==> src/rtl/fifo_stream_reader.sv <==
// Drains a single-clock FIFO with 1-cycle read latency into a valid/ready stream.
// A 2-entry skid queue absorbs the latency; every BURST_LEN-th word is flagged with out_last.
module fifo_stream_reader #(
  parameter int DATA_W    = 16,
  parameter int BURST_LEN = 8
) (
  input  logic              clk,
  input  logic              rst,
  input  logic              en,
  input  logic [DATA_W-1:0] buf_out,
  input  logic              buf_empty,
  output logic              rd_en,
  output logic [DATA_W-1:0] out_data,
  output logic              out_valid,
  input  logic              out_ready,
  output logic              out_last,
  output logic              busy
);

  localparam int CW = (BURST_LEN > 1) ? $clog2(BURST_LEN) : 1;
  localparam logic [CW-1:0] LAST_IDX = CW'(BURST_LEN - 1);

  typedef enum logic [1:0] {IDLE, RUN, DRAIN} state_t;

  state_t            state_q, state_d;
  logic [1:0]        cnt_q, cnt_d;
  logic              inflight_q;
  logic [DATA_W-1:0] data0_q, data0_d, data1_q, data1_d;
  logic              last0_q, last0_d, last1_q, last1_d;
  logic [CW-1:0]     ccnt_q, ccnt_d, bcnt_q, bcnt_d;
  logic              busy_q;

  logic              pop;
  logic              cap;
  logic              cap_to_head;
  logic [2:0]        occ;

  assign out_valid = (cnt_q != 2'd0);
  assign out_data  = data0_q;
  assign out_last  = last0_q & out_valid;
  assign busy      = busy_q;

  assign pop = out_valid & out_ready;
  assign cap = inflight_q;

  // Occupancy after this cycle's pop, counting the word already requested from the FIFO.
  assign occ   = {1'b0, cnt_q} + {2'b00, inflight_q} - {2'b00, pop};
  assign rd_en = !rst & (state_q == RUN) & en & !buf_empty & (occ < 3'd2);

  // A capture lands in the head slot when the queue is empty after this cycle's pop.
  assign cap_to_head = (cnt_q == 2'd0) || ((cnt_q == 2'd1) && pop);

  always_comb begin
    cnt_d   = cnt_q + {1'b0, cap} - {1'b0, pop};
    data0_d = pop ? data1_q : data0_q;
    last0_d = pop ? last1_q : last0_q;
    data1_d = data1_q;
    last1_d = last1_q;
    ccnt_d  = ccnt_q;
    bcnt_d  = bcnt_q;

    if (cap) begin
      if (cap_to_head) begin
        data0_d = buf_out;
        last0_d = (ccnt_q == LAST_IDX);
      end else begin
        data1_d = buf_out;
        last1_d = (ccnt_q == LAST_IDX);
      end
      ccnt_d = (ccnt_q == LAST_IDX) ? '0 : ccnt_q + CW'(1);
    end

    if (pop) begin
      bcnt_d = (bcnt_q == LAST_IDX) ? '0 : bcnt_q + CW'(1);
    end

    state_d = state_q;
    case (state_q)
      IDLE: begin
        if (en) state_d = RUN;
      end
      RUN: begin
        if (!en) state_d = ((cnt_q != 2'd0) || inflight_q) ? DRAIN : IDLE;
      end
      DRAIN: begin
        if (en)                                    state_d = RUN;
        else if ((cnt_q == 2'd0) && !inflight_q)   state_d = IDLE;
      end
      default: state_d = IDLE;
    endcase
  end

  always_ff @(posedge clk) begin
    if (rst) begin
      state_q    <= IDLE;
      cnt_q      <= 2'd0;
      inflight_q <= 1'b0;
      data0_q    <= '0;
      data1_q    <= '0;
      last0_q    <= 1'b0;
      last1_q    <= 1'b0;
      ccnt_q     <= '0;
      bcnt_q     <= '0;
      busy_q     <= 1'b0;
    end else begin
      state_q    <= state_d;
      cnt_q      <= cnt_d;
      inflight_q <= rd_en;
      data0_q    <= data0_d;
      data1_q    <= data1_d;
      last0_q    <= last0_d;
      last1_q    <= last1_d;
      ccnt_q     <= ccnt_d;
      bcnt_q     <= bcnt_d;
      busy_q     <= (state_d != IDLE);
    end
  end

endmodule
==> config.mk <==
export PLATFORM = sky130hd
export DESIGN_NAME = fifo_stream_reader
export DESIGN_NICKNAME = d
export VERILOG_FILES = /design/src/rtl/fifo_stream_reader.sv
export SDC_FILE = /design/constraint.sdc
export NUM_CORES = 1
export LEC_CHECK = 0
export ABC_AREA = 1
export CORE_ASPECT_RATIO = 0.9
export CORE_UTILIZATION = 55
export DETAILED_ROUTE_END_ITERATION = 10
export PLACE_DENSITY = 0.84
export SLEW_MARGIN = 20
export SYNTH_ARGS = -nofsm -noshare
export SYNTH_HDL_FRONTEND = slang
export SYNTH_SLANG_ARGS = --single-unit
==> constraint.sdc <==
create_clock -name clk -period 3.58 [get_ports clk]
set_clock_uncertainty 0.1 [all_clocks]
set_input_delay 0.537 -clock clk [delete_from_list [all_inputs] [get_ports clk]]
set_output_delay 0.537 -clock clk [all_outputs]
set_load 0.05 [all_outputs]
After elaboration in Yosys (flattened, before gate mapping)

Index checks and enable logic that the tools add are counted.

Register bits after elaboration: 43
Bits in latches: 0
Memory bits (writable): 0
ROM bits: 0
Input bits: 21
Word-level logic and storage cells: 51
Memories: 0

Add/sub/neg operators: 5
Multiply operators: 0
Divide/modulo/power cells: 0
Magnitude comparators: 1
Eq/ne operators: 4
Shift operators: 0
Muxes and demuxes: 13
Bitwise operators: 7
Reduce and logical (&&, ||, !) cells: 12

Operator list:

| operator                                                               | count |
|---|---|
| 16-bit 2-to-1 mux                                                      | 3 |
| 2-bit 2-to-1 mux                                                       | 5 |
| 1-bit AND                                                              | 6 |
| 2-bit case mux with 3 select lines                                     | 1 |
| 2-bit by 1-bit equality test with 1-bit output (second input constant) | 2 |
| 2-bit logical NOT                                                      | 2 |
| 2-bit nonzero test                                                     | 2 |
| 2-bit by 1-bit adder with 3-bit output                                 | 1 |
| 3-bit by 1-bit adder with 3-bit output (second input constant)         | 1 |
| 3-bit equality test (second input constant)                            | 1 |
| 1-bit logical NOT                                                      | 3 |
| 3-bit by 2-bit < comparator with 1-bit output (second input constant)  | 1 |
| 1-bit 2-to-1 mux                                                       | 3 |
| 3-bit 2-to-1 mux                                                       | 1 |
| 3-bit by 1-bit subtractor with 3-bit output                            | 1 |
| 2-bit by 1-bit adder with 2-bit output                                 | 1 |
| 2-bit equality test (second input constant)                            | 1 |
| 1-bit logical AND                                                      | 2 |
| 1-bit logical OR                                                       | 2 |
| 2-bit AND reduction                                                    | 1 |
| 2-bit by 1-bit subtractor with 2-bit output                            | 1 |
| 1-bit NOT                                                              | 1 |

Logic depth before layout (Yosys ltp)

Gate-level depths: netlist of the first run.

Word-level depth: 6
Depth in mapped cells: 10
Depth with buffers taken out: 9

Worst setup path before layout of the first run

No wires, ideal clock.

Kind: reg-to-output
Start: register cnt_q[1]
End: output rd_en
Arrival time: 2.978 ns
Required time: 2.943 ns
Slack: -0.035 ns
Cell stages (with the launch flop): 11
Path buffers: 1
Cell sequence: dfxtp_1 inv_1 nand2_1 buf_2 nand3_1 nand2_1 ha_1 fa_1 inv_1 nand3_1 nor3_1

Longest elaborated chain between the ends: 5

Ends and longest elaborated chain:

| what                                          | RTL line | text |
|---|---|---|
| from (decl)                                   | 26       | `logic [1:0] cnt_q, cnt_d;` |
| from (signal assigned)                        | 107      | `cnt_q <= cnt_d;` |
| 2-bit nonzero test                            | 38       | `assign out_valid = (cnt_q != 2'd0);` |
| named net out_valid                           | 14       | `output logic out_valid,` |
| 1-bit AND                                     | 43       | `assign pop = out_valid & out_ready;` |
| 3-bit by 1-bit subtractor with 3-bit output   | 47       | `assign occ = {1'b0, cnt_q} + {2'b00, inflight_q} - {2'b00, pop};` |
| 3-bit by 2-bit < comparator with 1-bit output | 48       | `assign rd_en = !rst & (state_q == RUN) & en & !buf_empty & (occ < 3'd2);` |
| 1-bit AND                                     | 48       |  |
| to (decl)                                     | 12       | `output logic rd_en,` |

The timed path passes the listed nets, and every way through them passes these cells.

Worst setup path in the final report of the first run

Start: input out_ready
End: output rd_en

Longest elaborated chain between the ends: 4

Ends and longest elaborated chain:

| what                                          | RTL line | text |
|---|---|---|
| from (decl)                                   | 15       | `input logic out_ready,` |
| 1-bit AND                                     | 43       |  |
| 3-bit by 1-bit subtractor with 3-bit output   | 47       |  |
| 3-bit by 2-bit < comparator with 1-bit output | 48       |  |
| 1-bit AND                                     | 48       |  |

No other way between the ends.

==> results of run 1 <==
[layout make-up]
type | instances | area [um^2] | area share, %
sequential | 43 | 860.8 | 32.18
timing repair buffer | 45 | 447.9 | 16.74
tap | 46 | 57.56 | 2.152
inverter | 60 | 225.2 | 8.419
multi-input combinational | 224 | 1002 | 37.46
clock inverter | 1 | 5.005 | 0.1871
clock buffer | 7 | 76.32 | 2.853
[synth_stat cells (all sizes together)]
cell type | n | share of area, %
nand3 | 54 | 13
o21ai | 7 | 2.3
clkinv | 1 | 0.17
dfxtp | 43 | 40
ha | 3 | 1.7
inv | 59 | 10
clkbuf | 6 | 1.0
nor2 | 59 | 10
a21oi | 4 | 0.93
o21a | 1 | 0.35
fa | 1 | 0.93
a211oi | 1 | 0.35
nor3 | 2 | 0.46
nand2 | 92 | 16
buf | 11 | 2.5
[kinds of logic after synthesis]
kind of cell | synth area share [%]
buffers and inverters | 14.01
AO/OA/AOI/OAI | 3.938
adder cells (fa/ha/maj) | 2.664
flip-flops | 39.84
AND/OR/NAND/NOR | 39.55
[report_power, final]
| part | internal, mW | total (mW) | switching (mW) |
|---|---|---|---|
| registers | 0.517 | 0.546 | 0.0296 |
| logic | 0.180 | 0.626 | 0.447 |
| clock network | 0.137 | 0.305 | 0.168 |
| total | 0.834 | 1.48 | 0.644 |
[registers in the layout (all words and copies together), names as in the netlist]
register  cells
cnt_q         2
data1_q      16
last0_q       1
ccnt_q        3
state_q       2
cap           1
busy          1
out_data     16
last1_q       1
[critical path: cells and delay by family]
kind | cells | cell delay (ns)
buffers and inverters | 2 | 0.81
adder cells (fa/ha/maj) | 2 | 0.58
AND/OR/NAND/NOR | 4 | 0.49
AO/OA/AOI/OAI | 2 | 0.27
[layer usage]
layer,GRT usage [%],routed length [um]
met5,0,0
met4,13.10,102
met3,4.630,273
met2,40.48,2342
met1,32.47,2265
[layout by cell type, fill, tap and decap left out, types with 2 or more instances in the layout]
master           netlist  final
a21oi_1                4      4
clkdlybuf4s50_1        0     39
dfxtp_1               43     43
inv_1                 59     59
nand3_1               54     54
ha_1                   3      3
o21ai_0                5      5
buf_4                  1      5
nor2_1                58     58
clkbuf_1               6      2
nand2_1               90     90
clkbuf_8               0      5
nand2_2                2      2
[final timing paths]
check / from / slack, ns / cells after the start / to
worst max-delay path: out_ready / 0.25 / 10 / rd_en
worst min-delay path: last1_q$_SDFFE_PP0P_ / 0.37 / 2 / last1_q$_SDFFE_PP0P_
worst max register to register: cnt_q[1]$_SDFF_PP0_ / 1.50 / 9 / cap$_SDFF_PP0_
worst min register to register: last1_q$_SDFFE_PP0P_ / 0.37 / 2 / last1_q$_SDFFE_PP0P_
[metrics by stage]
step	util [%]	cells
final	71.70	426
after detailed placement	69.52	418
after global routing	71.70	426
after CTS	71.70	426
after global placement	69.52	418
after floorplan	-	344
==> qor.csv, run 1 <==
metric,value,unit
total number of H-tree levels,2,
Tmin final,3.327,ns
Tcrit/Tclk final,92.95,%
Unique masters post-synth,21,
largest net degree at the start of global routing,42,
post-cts resize count,0,
routed vias/inst,4.991,
CTS Buf Count,5,
CORE AREA,0.003731,mm^2
first-pass GRT wire length,7741,um
PnR worst setup slack,0.2525,ns
Slew HR,46.32,%
maxcap violations,0,
vias in the first global route,1751,
Tot Pwr,1.478,mW
Synth Warn #,0,
Final #Nets,404,
Initial Utilization,57.91,%
critical path's slowest cell,clkdlybuf4s50_1,
synthesized cell area,0.002161,mm^2
initial antenna violation count,0,
total die area,0.004184,mm^2
"Reg clk slew, reported paths",0.08,ns
I/O Buffers,40,
post-place instance area,0.002594,mm^2
Sink Count,43,
Routed Antenna Nets,0,
setup tns final,0,ns
Horiz. Die Dim,68.07,um
DRC,0,
Cells after Synth,344,
syn_area_per_cell,6.281,um^2
cell mode on critical path,nand2_1,
GRT Util Overall,25.25,%
gr ovfl total,0,
RSZ-0062 raised after global routing,false,
final instance area,0.002675,mm^2
worst-path fanout max,6,
DR vias,2126,
Final Max Slew Viols,0,
post-CTS setup buffer count,0,
CP Capture Type,primary output,
worst path cell trace,clkdlybuf4s50_1 > o21ai_2 > nand2_1 > nand2_1 > ha_1 > fa_1 > a21oi_1 > nand3_1 > nor3_2 > buf_12,
CTS tree,built,
hold buffers post-CTS,0,
CP Class,input port to primary output,
FILL cells,330,
# setup viols final,0,
num ports,41,
Syn Nets,369,
Leakage,1.283,nW
first-pass iteration count of the detailed router,4,
worst slew pin tran,0.8043,ns
Synth Register Bits,43,
Longest Clk Path Bufs,2,
WL final,4984,um
power density cells,552.6,mW/mm^2
Area Overhead vs Synth,23.80,%
Final Hold Viols,0,
worst min path class,register to register,
fmax,0.3005,GHz
GPL Wtd Cong,0.7517,
Setup crit start kind,input port,
sequential fraction of the synthesis area,39.84,%
dpl ws,0.2663,ns
DR WL/cell,11.70,um
status,"complete, no violations",
clock latency on the worst-skew pair,0.30,ns
worst vdd ir,0.0002676,V
share of layout cells above drive strength 1,4.737,%
Hold WS,0.3732,ns
HPWL Detailed,3056,um
DRT iter0 DRCs,194,
CTS root buffer,clkbuf_8,
Worst EP arrival,2.69,ns
ANT cells,0,
Slowest Stage Delay on Critical Path,0.64,ns
chip height,61.47,um
Critical Path RT,2.94,ns
Core Rows,21,
No activity file was read; power rests on OpenSTA's default activity.
==> run 2, diff against run 1 <==
--- a/config.mk
+++ b/config.mk
@@ -10,6 +10,7 @@
 export CORE_UTILIZATION = 55
 export DETAILED_ROUTE_END_ITERATION = 10
 export PLACE_DENSITY = 0.84
+export SETUP_SLACK_MARGIN = 0.4
 export SLEW_MARGIN = 20
 export SYNTH_ARGS = -nofsm -noshare
 export SYNTH_HDL_FRONTEND = slang
==> qor.csv, run 2 (synthesis results as in run 1) <==
metric,value,unit,change
Net Sw Power,0.6409,mW,-0.54%
# setup viols final,0,,unchanged
combinational power share,43.4,%,+1.0 points
Final Hold Viols,0,,unchanged
Clk pwr share,20.0,%,-0.7 points
Critical Path RT,2.94,ns,about the same
first-pass iteration count of the detailed router,4,,unchanged
power density cells,552.2,mW/mm^2,about the same
most frequent cells in the layout,"nand2_1, inv_1, nor2_1",,
Longest Clk Path Bufs,2,,unchanged
Final #Nets,406,,+0.50%
DRC,0,,unchanged
Slew HR,48.24,%,+1.9 points
Core Rows,21,,unchanged
I/O Buffers,40,,unchanged
RSZ-0062 raised after global routing,false,,
Routed Antenna Nets,0,,unchanged
Tcrit/Tclk final,84.71,%,-8.2 points
vias in the first global route,1762,,+0.63%
Area Overhead vs Synth,24.90,%,
CTS root buffer,clkbuf_8,,
setup tns final,0,ns,unchanged
share of layout cells above drive strength 1,5.497,%,+0.76 points
HPWL Detailed,3170,um,+3.7%
WL final,4924,um,-1.2%
clock latency on the worst-skew pair,0.29,ns,about the same
first-pass GRT wire length,7693,um,-0.62%
CP Capture Type,primary output,,
Final Max Slew Viols,0,,unchanged
final instance area,0.002699,mm^2,+0.89%
worst slew pin tran,0.7755,ns,-0.02875 ns
Tmin final,3.033,ns,-0.2949 ns
CTS Buf Count,5,,unchanged
CTS tree,built,,
initial antenna violation count,0,,unchanged
Post-Layout Cell Count,428,,+0.47%
"most common cell after layout, fill and taps aside",nand2_1,,
status,"complete, no violations",,
CP Class,register to primary output,,
"Reg clk slew, reported paths",0.08,ns,about the same
total number of H-tree levels,2,,unchanged
gr ovfl total,0,,unchanged
DRT iter0 DRCs,130,,-33%
GPL Wtd Cong,0.7455,,-0.82%
total die area,0.004184,mm^2,unchanged
worst vdd ir,0.0002891,V,+8.0%
placed cell count,418,,unchanged
largest net degree at the start of global routing,42,,unchanged
CORE AREA,0.003731,mm^2,unchanged
GRT Util Overall,24.79,%,-0.46 points
fmax,0.3298,GHz,+9.7%
dpl ws,0.4242,ns,+0.1579 ns
worst min path class,register to register,,
hold buffers post-CTS,0,,unchanged
Sink Count,43,,unchanged
Leakage,1.307,nW,+1.9%
routed vias/inst,4.923,,-1.4%
multi-input logic area,0.001008,mm^2,+0.62%
ANT cells,0,,unchanged
Sw Share,43.00,%,-0.59 points
DR vias,2107,,-0.89%
DR WL/cell,11.50,um,-1.7%
sequential cell area,860.8,um^2,unchanged
Initial Utilization,57.91,%,unchanged
Horiz. Die Dim,68.07,um,unchanged
sequential share of power,36.6,%,-0.4 points
FILL cells,329,,-0.30%
worst-path fanout max,41,,+35
Int Pwr,0.8494,mW,+1.9%
chip height,61.47,um,unchanged
maxcap violations,0,,unchanged
Setup crit start kind,register,,
Worst EP arrival,2.40,ns,-0.29 ns
PnR worst setup slack,0.5475,ns,+0.2949 ns
post-place instance area,0.002600,mm^2,+0.24%
num ports,41,,unchanged
==> run 2: worst max-delay path, cell delays in order (launching register included) <==
cell and delay (ns):
dfxtp_1 0.33, buf_4 0.38, nand2_1 0.10, nand2_1 0.07, ha_1 0.16, fa_1 0.42, inv_1 0.09, nand3_1 0.13
nor3_4 0.25, buf_12 0.16
==> run 2: power by group through the flow <==
stage / combinational, mW / sequential, mW / clock [mW]
2_1_floorplan: 0.379 / 0.611 / 0
3_3_place_gp: 0.614 / 0.555 / 0
3_5_place_dp: 0.632 / 0.556 / 0
4_1_cts: 0.634 / 0.544 / 0.297
5_1_grt: 0.702 / 0.552 / 0.320
6_report: 0.646 / 0.545 / 0.299
==> run 2: final timing paths <==
| kind | startpoint | to | slack (ns) | cells past startpoint |
|---|---|---|---|---|
| worst max-delay path | cap$_SDFF_PP0_ | rd_en | 0.55 | 9 |
| worst min-delay path | last1_q$_SDFFE_PP0P_ | last1_q$_SDFFE_PP0P_ | 0.36 | 2 |
| worst max register to register | cap$_SDFF_PP0_ | cap$_SDFF_PP0_ | 1.40 | 9 |
| worst min register to register | last1_q$_SDFFE_PP0P_ | last1_q$_SDFFE_PP0P_ | 0.36 | 2 |
==> run 2: layer usage <==
layer / track usage [%] / up-vias / routed length [um]
li1: - / 1109 / -
met5: 0 / - / 0
met3: 4.444 / 5 / 256
met1: 32.39 / 945 / 2273
met2: 41.32 / 48 / 2348
met4: 8.333 / 0 / 44
==> run 2: per-stage QoR <==
step / utilization (%) / hold slack (ns) / power (mW)
6_report: 72.33 / 0.3572 / 1.490
5_1_grt: 72.33 / 0.3855 / 1.574
4_1_cts: 71.86 / 0.3601 / 1.475
3_5_place_dp: 69.68 / 0.3477 / 1.188
3_3_place_gp: 69.68 / 0.3336 / 1.169
2_1_floorplan: - / 0.3251 / 0.9900
==> run 2: timing repair <==
action                                  in CTS  in global routing
hold endpoints to repair                     0                  0
setup buffers                                0                  2
gates resized for setup                      0                  2
endpoints found under the setup margin       0                  1
==> run 2: cell type report <==
class / count / area share [%]
clock buffer: 7 / 2.828
timing repair buffer: 47 / 17.25
multi-input combinational: 224 / 37.37
clock inverter: 1 / 0.1854
sequential: 43 / 31.90
tap: 46 / 2.133
inverter: 60 / 8.345
==> run 3, diff against run 2 <==
--- a/config.mk
+++ b/config.mk
@@ -7,9 +7,9 @@
 export LEC_CHECK = 0
 export ABC_AREA = 1
 export CORE_ASPECT_RATIO = 0.9
-export CORE_UTILIZATION = 55
+export CORE_UTILIZATION = 46
 export DETAILED_ROUTE_END_ITERATION = 10
-export PLACE_DENSITY = 0.84
+export PLACE_DENSITY = 0.75
 export SETUP_SLACK_MARGIN = 0.4
 export SLEW_MARGIN = 20
 export SYNTH_ARGS = -nofsm -noshare
==> constraint.sdc (replaced) <==
create_clock -name clk -period 2.7 [get_ports clk]
set_clock_uncertainty 0.1 [all_clocks]
set_input_delay 0.405 -clock clk [delete_from_list [all_inputs] [get_ports clk]]
set_output_delay 0.405 -clock clk [all_outputs]
set_load 0.05 [all_outputs]
==> qor.csv, run 3 (synthesis results as in run 1) <==
metric,value,unit,change
cell mode on critical path,nand2_1,,
critical path's slowest cell,fa_2,,
Slew HR,49.32,%,+1.1 points
Horiz. Die Dim,74.25,um,+9.1%
maxcap violations,0,,unchanged
GPL Wtd Cong,0.7584,,+1.7%
worst min path class,register to register,,
RSZ-0062 raised after global routing,true,,
Longest Clk Path Bufs,2,,unchanged
most frequent cells in the layout,"nand2_1, nor2_1, inv_1",,
"Reg clk slew, reported paths",0.08,ns,about the same
placed cell count,439,,+5.0%
DR vias,2085,,-1.0%
total number of H-tree levels,2,,unchanged
"most common cell after layout, fill and taps aside",nand2_1,,
sequential cell area,869.6,um^2,+1.0%
first-pass GRT wire length,8424,um,+9.5%
DR WL/cell,10.99,um,-4.5%
ANT cells,0,,unchanged
CP Class,register to primary output,,
initial antenna violation count,0,,unchanged
worst path cell trace,o21ai_4 > nand2_1 > nand2_1 > ha_2 > fa_2 > inv_2 > nand3_4 > nor3_4 > buf_12,,
worst-path fanout max,3,,-93%
worst vdd ir,0.0009015,V,+210%
Setup crit start kind,register,,
multi-input logic area,0.001045,mm^2,+3.6%
DRC,0,,unchanged
Critical Path RT,2.19,ns,-0.75 ns
Crit path max-delay family,adder cells,,
Area Overhead vs Synth,29.88,%,
Tcrit/Tclk final,95.93,%,
Routed Antenna Nets,0,,unchanged
Final #Nets,412,,+1.5%
Final Max Slew Viols,0,,unchanged
Slowest Stage Delay on Critical Path,0.43,ns,about the same
GRT Util Overall,22.33,%,-2.5 points
Worst Min Path Start,last1_q$_SDFFE_PP0P_,,
first-pass iteration count of the detailed router,4,,unchanged
setup tns final,0,ns,unchanged
Sink Count,43,,unchanged
beginning of the critical path,cnt_q[1]$_SDFF_PP0_,,
I/O Buffers,40,,unchanged
Core Rows,23,,+9.5%
worst slew pin tran,0.7593,ns,-0.01620 ns
Initial Utilization,48.13,%,-9.8 points
vias in the first global route,1981,,+12%
Tmin final,2.590,ns,
# setup viols final,0,,unchanged
CORE AREA,0.004489,mm^2,+20%
largest net degree at the start of global routing,36,,-14%
CTS tree,built,,
power density cells,738.7,mW/mm^2,+34%
gr ovfl total,0,,unchanged
FILL cells,456,,+39%
num ports,41,,unchanged
Leakage,1.336,nW,+2.2%
CP Buf/Inv Count,2,,-1
chip height,67.02,um,+9.0%
Post-Layout Cell Count,448,,+4.7%
CTS Buf Count,5,,unchanged
hold buffers post-CTS,0,,unchanged
share of layout cells above drive strength 1,9.845,%,+4.3 points
clock latency on the worst-skew pair,0.30,ns,about the same
Final Hold Viols,0,,unchanged
WL final,4924,um,unchanged
DRT iter0 DRCs,154,,+18%
HPWL Detailed,3046,um,-3.9%
Worst EP arrival,2.08,ns,-0.32 ns
Worst R2R Start,cnt_q[1]$_SDFF_PP0_,,
CTS root buffer,clkbuf_8,,
fmax,0.3861,GHz,
routed vias/inst,4.654,,-5.5%
total die area,0.004976,mm^2,+19%
status,"complete, no violations",,
CP Capture Type,primary output,,
[run 3: cell count changes in the layout (fill, tap and decap cells not counted), sizes merged]
| cell | before | now |
|---|---|---|
| clkinv | 2 | 1 |
| buf | 8 | 14 |
| dlymetal6s2s | 1 | 0 |
| clkdlybuf4s50 | 38 | 37 |
| dlygate4sd2 | 0 | 2 |
| clkbuf | 7 | 6 |
[run 3: path summary, 6_finish.rpt]
path                            cells past startpoint                   end  slack (ns)
worst max-delay path                                9                 rd_en        0.11
worst min-delay path                                2  last1_q$_SDFFE_PP0P_        0.36
worst max register to register                      8        cap$_SDFF_PP0_        0.94
worst min register to register                      2  last1_q$_SDFFE_PP0P_        0.36
[run 3: metrics by stage]
stage | worst slack (ns) | util (%) | hold WS [ns] | power [mW] | cell area (um^2)
floorplan | 0.1100 | - | 0.3251 | 1.436 | 2237
global placement | -0.1096 | 59.95 | 0.3367 | 1.643 | 2691
detailed placement | -0.1523 | 59.95 | 0.3473 | 1.653 | 2691
CTS | 0.1009 | 62.51 | 0.3612 | 2.074 | 2806
global route | 0.009813 | 62.51 | 0.3866 | 2.189 | 2806
finish | 0.1100 | 62.51 | 0.3622 | 2.073 | 2806
[run 3: final cells by class]
| cell class | count | area share, % |
|---|---|---|
| Clock buffer | 6 | 2.586 |
| Tap cell | 62 | 2.764 |
| Multi-Input combinational cell | 224 | 37.23 |
| Sequential cell | 43 | 30.99 |
| Inverter | 60 | 8.292 |
| Timing Repair Buffer | 53 | 18.15 |
[run 3: where the power goes]
part	switching (mW)	internal, mW	total, mW
logic	0.634	0.316	0.950
clock network	0.204	0.173	0.376
registers	0.0513	0.696	0.747
total	0.889	1.18	2.07
[run 3: per-layer routing]
layer	up-vias	global-route usage, %	wire (um)
li1	1119	-	-
met1	916	28.52	2371
met2	42	37.16	2317
met3	8	4.539	183
met4	0	7.783	53
met5	-	0	0
[run 3: tightest hold or removal path: stages (launching register included)]
cell     delay [ns]
dfxtp_1        0.32
inv_1          0.05
a21oi_1        0.05
[run 3: repair_timing]
item / 4_1_cts / 5_1_grt
setup endpoints to repair: 2 / 1
endpoints found under the hold margin: 0 / 0
pin swaps: 4 / 0
setup buffers: 3 / 0
cloned: 0 / 0
resized for setup: 11 / 0
